$ cat src/rtl/scanner_ctrl.sv
// scanner_ctrl: acquisition controller for a two-scanner link.
// Fills a buffer level at a divide-by-8 rate while scanning, holds it in
// READY until the peer grants the link, then drains it serially over
// clkOut/dataOut.
// Optional feature macro: SCANNER_ABORT_EN (command 10 aborts SCAN/READY).
module scanner_ctrl #(
   parameter logic [3:0] FULL_LEVEL = 4'd10
) (
   output logic [2:0] slowCount,
   output logic [3:0] dataBuffer,
   output logic [1:0] ps,
   input  logic       clk,
   input  logic       rst,
   input  logic       readyForTransferIn,
   input  logic [1:0] localTransferInput,
   output logic       clkOut,
   output logic       dataOut
);

   typedef enum logic [1:0] {
      IDLE     = 2'b00,
      SCAN     = 2'b01,
      READY    = 2'b10,
      TRANSFER = 2'b11
   } state_t;

   localparam logic [3:0] FULL_M1 = FULL_LEVEL - 4'd1;

   state_t     state_q;
   logic [2:0] slow_q;
   logic [3:0] buf_q;
   logic       tick;
   logic       abort_req;

   assign tick = (slow_q == 3'd7);

`ifdef SCANNER_ABORT_EN
   assign abort_req = (localTransferInput == 2'b10);
`else
   assign abort_req = 1'b0;
`endif

   // Controller state, divider and buffer level, all updated together
   always_ff @(posedge clk) begin
      if (rst) begin
         state_q <= IDLE;
         slow_q  <= '0;
         buf_q   <= '0;
      end else begin
         case (state_q)
            IDLE: begin
               slow_q <= '0;
               if (localTransferInput == 2'b01) begin
                  state_q <= SCAN;
               end
            end
            SCAN: begin
               if (abort_req) begin
                  state_q <= IDLE;
                  slow_q  <= '0;
                  buf_q   <= '0;
               end else begin
                  slow_q <= slow_q + 3'd1;
                  if (tick) begin
                     // >= rather than == so the level can never climb past full
                     if (buf_q >= FULL_M1) begin
                        buf_q   <= FULL_LEVEL;
                        state_q <= READY;
                     end else begin
                        buf_q <= buf_q + 4'd1;
                     end
                  end
               end
            end
            READY: begin
               slow_q <= '0;
               if (abort_req) begin
                  state_q <= IDLE;
                  buf_q   <= '0;
               end else if (readyForTransferIn) begin
                  state_q <= TRANSFER;
               end
            end
            TRANSFER: begin
               slow_q <= slow_q + 3'd1;
               if (tick) begin
                  // an empty buffer also exits here, on the first tick
                  if (buf_q <= 4'd1) begin
                     buf_q   <= '0;
                     slow_q  <= '0;
                     state_q <= IDLE;
                  end else begin
                     buf_q <= buf_q - 4'd1;
                  end
               end
            end
         endcase
      end
   end

   assign ps         = state_q;
   assign slowCount  = slow_q;
   assign dataBuffer = buf_q;
   assign clkOut     = (state_q == TRANSFER) && slow_q[2];
   assign dataOut    = (state_q == TRANSFER) && (buf_q != '0);

endmodule

$ cat config.mk
export PLATFORM = sky130hd
export DESIGN_NAME = scanner_ctrl
export DESIGN_NICKNAME = d
export VERILOG_FILES = /design/src/rtl/scanner_ctrl.sv
export SDC_FILE = /design/constraint.sdc
export NUM_CORES = 1
export LEC_CHECK = 0
export ABC_AREA = 1
export BUFFER_PORTS_ARGS = -buffer_cell sky130_fd_sc_hd__buf_4
export CAP_MARGIN = 15
export CELL_PAD_IN_SITES_DETAIL_PLACEMENT = 1
export CELL_PAD_IN_SITES_GLOBAL_PLACEMENT = 1
export CORE_ASPECT_RATIO = 0.75
export CORE_MARGIN = 3
export CORE_UTILIZATION = 39
export CTS_BUF_LIST = sky130_fd_sc_hd__clkbuf_4 sky130_fd_sc_hd__clkbuf_8 sky130_fd_sc_hd__clkbuf_16
export DETAILED_ROUTE_END_ITERATION = 8
export PLACE_DENSITY = 0.93
export SLEW_MARGIN = 40
export SYNTH_ARGS = -nofsm -noshare
export SYNTH_HDL_FRONTEND = slang
export SYNTH_SLANG_ARGS = --single-unit
$ cat constraint.sdc
create_clock -name clk -period 2.9 [get_ports clk]
set_clock_uncertainty 0.1 [all_clocks]
set_input_delay 0 -clock clk [delete_from_list [all_inputs] [get_ports clk]]
set_output_delay 0 -clock clk [all_outputs]
set_load 0.02 [all_outputs]
Word level (Yosys, flattened, before mapping)
Index checks and enable logic that the tools add are counted.
{"block": "totals", "out_inout_bits": 11, "inputBits": 5, "reg_bits": 9}
{"block": "op_classes", "magnitude_cmp": 2, "add_sub_neg": 3, "reduce_logical": 8, "n_mux": 15, "n_eq_ne": 11}
{"cell": "$mux 4", "n": 4}
{"cell": "$mux 2", "n": 6}
{"cell": "$ne 2x2->1 const B", "n": 6}
{"cell": "$pmux 3 s3", "n": 1}
{"cell": "$pmux 2 s4", "n": 1}
{"cell": "$pmux 4 s2", "n": 1}
{"cell": "$mux 3", "n": 2}
{"cell": "$reduce_and 6->1", "n": 1}
{"cell": "$add 4x1->4 const B", "n": 1}
{"cell": "$eq 2x1->1 const B", "n": 2}
{"cell": "$eq 2x2->1 const B", "n": 2}
{"cell": "$ge 4x4->1 const B", "n": 1}
{"cell": "$le 4x1->1 const B", "n": 1}
{"cell": "$reduce_bool 4->1", "n": 1}
{"cell": "$sub 4x1->4 const B", "n": 1}
{"cell": "$add 3x1->3 const B", "n": 1}
{"cell": "$eq 3x3->1 const B", "n": 1}
{"cell": "$reduce_and 3->1", "n": 1}
{"cell": "$logic_and 1x1->1", "n": 2}
{"cell": "$logic_not 2->1", "n": 1}
{"cell": "$reduce_bool 2->1", "n": 1}
{"cell": "$reduce_or 2->1", "n": 1}

Longest topological paths before layout
{"block": "depth", "depth_word": 4, "mapped_depth": 11, "ltp_nobuf": 11}

Least setup slack after synthesis
OpenSTA, ideal clock, no wires.
{"block": "synth_timing", "path_kind": "register to register", "from": "register buf_q[0], in the netlist dataBuffer[0]", "to": "register state_q[0], in the netlist ps[0]", "setup_time_ns": 0.113, "required_time_ns": 2.687, "stages_incl_launch_ff": 9, "arrival_time_ns": 1.390, "synth_period_minus_slack_ns": 1.603, "slack_ns": 1.297, "n_path_buf": 0, "path_cell_list": "dfxtp_1 inv_1 ha_1 o21ai_2 nand2_4 nand2_2 nor2_4 nor2_1 nor2_1"}
{"block": "synth_via", "elab_chain_cells": 3, "word_cells_on_any_way": 5}
{"element": "start: declaration", "line": "31", "source": "logic [3:0] buf_q;"}
{"element": "start signal: assignment", "line": "70", "source": "buf_q <= buf_q + 4'd1;"}
{"element": "start signal: assignment", "line": "93", "source": "buf_q <= buf_q - 4'd1;"}
{"element": "$le 4x1->1 or $ge 4x4->1 (tied branches)", "line": "88, 66"}
{"element": "$ne 2x2->1 (no source line)"}
{"element": "$reduce_and 6->1 (no source line) *"}
{"element": "end signal: assignment", "line": "78", "source": "state_q <= IDLE;"}
{"element": "end signal: assignment", "line": "81", "source": "state_q <= TRANSFER;"}
{"element": "end signal: assignment", "line": "91", "source": "state_q <= IDLE;"}
{"element": "end: declaration", "line": "29", "source": "state_t state_q;"}
Mark *: on every way between the ends. The rest lies on a longest branch, timed or not.
A chain may end at the register's enable or synchronous reset.

Worst setup path in the final report
{"block": "layout_timing", "from": "register buf_q[0], in the netlist dataBuffer[0]", "to": "register state_q[1], in the netlist ps[1]"}
The elaborated chain is that of the path after synthesis.

==> reports/qor.yml <==
status: "completed"
finalHoldViolations: 0
finalSetupViolCount: 0
cts.clk_slew.worst_paths_ps: 60
crit_path_max_fanout: 6
avgSynthCellArea_um2: 7.05
async_reset_ff_share_pct: 0
netlist_area_um2: 698
cts_made_buffers: 3
antenna_cells: 0
antenna_found_initial: 0
core_area_um2: 1580
grt_start_max_net_pins: 8
via_per_inst: 4.96
tns_ps: 0
rsz0062_at_grt: "no"
grt_use_total_pct: 20.8
placed_cell_area_um2: 837
dieHeight_um: 42.6
drive_gt1_share_pct: 25.2
critPathCaptureType: "flip-flop"
ioPinCount: 16
slew_headroom_pct: 74.1
drt-total-wl_mm: 2.03
cts.path.max_buffers: 2
grt_pass1_vias: 771
p_leak_nw: 0.513
port_buffers: 15
dp_hpwl_mm: 1.70
yosysMostFrequentCell: "inv_1"
post-cts-setup-buffers: 0
die-area_um2: 2340
post-route-min-period_ps: 1780
grt.overflow.total: 0
htreeDepth: 1
row_count: 12
drt-initial-drc-count: 18
synth_top_cell_by_area: "dfxtp_1"
routedWlPerCell_um: 14.5
synthTopCellsByCount: "inv_1 (20), nand2_1 (13), ha_1 (11), dfxtp_1 (9), nor2_1 (9)"
yosys.cell_types.count: 21
synth_top_area_share_pct: 25.8
clock_sinks: 9
drc: 0
final_area_um2: 877
min_period_over_period_pct: 61.4
worstSetupPathType: "reg2reg"
final_util_pct: 55.6
cp-start-kind: "flip-flop"
die_w_um: 54.9
syn_to_final_growth_pct: 25.6
start_util_pct: 44.3
drv_cap: 0
drtAntennaViolNets: 0
syn_nets: 115
yosys_warnings: 0
synth_seq_cells: 9
synth_flop_cell: "dfxtp_1"
fillers: 207
netlist_instances: 99
synth_edf_count: 0
tightest_slew_ps: 385
grt_pass1_wl_mm: 3.48
synth.yosys.seq_area_share_pct: 25.8
clock_latency_ps: 260
power-per-cell-area_nw_per_um2: 617
hold_class: "in2reg"
dp_cells: 135
nets: 136
synth.area.top_cells: "dfxtp_1 (26%), ha_1 (20%), inv_1 (11%), nand2_1 (7.0%), a21oi_1 (5.0%)"
total_power_w: 0.000541
critPathArrivalTime_ps: 1830
crit_required_ps: 2950
dr_total_vias: 695
cts-root-buf: "clkbuf_4"
gp_congestion: 0.827
finalMaxSlewViolations: 0
cts_tree: "built"
vdd_drop_max_mv: 0.377
fin_cells: 140
dr.pass1.iters: 4
max_clock_freq_ghz: 0.561
power by group:
group          switching [W]  internal, W  total, W
registers          0.0000227     0.000142  0.000165
clock network      0.0000442    0.0000624  0.000107
logic               0.000169     0.000101  0.000270
total               0.000236     0.000305  0.000541
kinds of logic after synthesis:
kind of cell	after synthesis	share of synthesized area, %
XOR/XNOR	2	2.51
buffers and inverters	23	12.4
AND/OR/NAND/NOR	39	28.0
AO/OA/AOI/OAI	15	11.6
flip-flops	9	25.8
adder cells (fa/ha/maj)	11	19.7
state kept, by name, summed over array words and instances, names as in the netlist:
name        count
ps              2
slowCount       3
dataBuffer      4
stage by stage:
stage / setup slack (ps) / hold WS [ps]
final: 1120 / 213
after global routing: 1020 / 306
after CTS: 1130 / 217
after detailed placement: 1140 / 101
after global placement: 1250 / 97.0
after floorplan: 1300 / -30.9
worst paths after layout:
kind	startpoint	end	slack [ps]	cells past startpoint
worst min register to register	slowCount[0]	slowCount[0]	380	1
worst max-delay path	dataBuffer[0]	ps[1]	1120	8
worst max register to register	dataBuffer[0]	ps[1]	1120	8
worst min-delay path	localTransferInput[1]	ps[0]	210	8
worst max-delay path: stages (launching register included):
cell     delay (ps)
dfxtp_1         460
inv_1           140
ha_1            290
o21ai_2         180
nand2_4         100
nand2_2         120
nor2_4           50
nor2_1          140
nor2_1           80
cells in the final DEF (no fill, tap or decap), types with 2 or more instances in the layout:
cell / n
nor3_1: 2
a21oi_1: 7
clkbuf_4: 4
inv_1: 20
nand3_2: 2
o21ai_1: 2
nand2_1: 13
nand3_1: 7
inv_2: 3
nand2_2: 2
buf_4: 15
ha_1: 11
dfxtp_1: 9
nor2_1: 9
o21ai_0: 4
layout make-up:
class	count	area, um^2	share of cell area (%)
multi-input cells	67	432	49.2
flip-flops and latches	9	180	20.5
repair buffers	16	123	14.0
inverters	23	86.3	9.84
clock buffers	4	30.0	3.42
well taps	21	26.3	3.00
metal layers:
metal	global-route usage, %	up-vias	share of wire (%)
met1	27.3	314	47
met2	31.8	25	46
met3	2.14	6	5.5
li1	-	350	-
met5	0	-	0
met4	11.9	0	1.9
repair_timing:
action | 4_1_cts | 5_1_grt
endpoints found under the hold margin | 6 | 0
hold buffers | 1 | 0
gates resized for setup | 0 | 0
No activity file was read; power rests on OpenSTA's default activity.
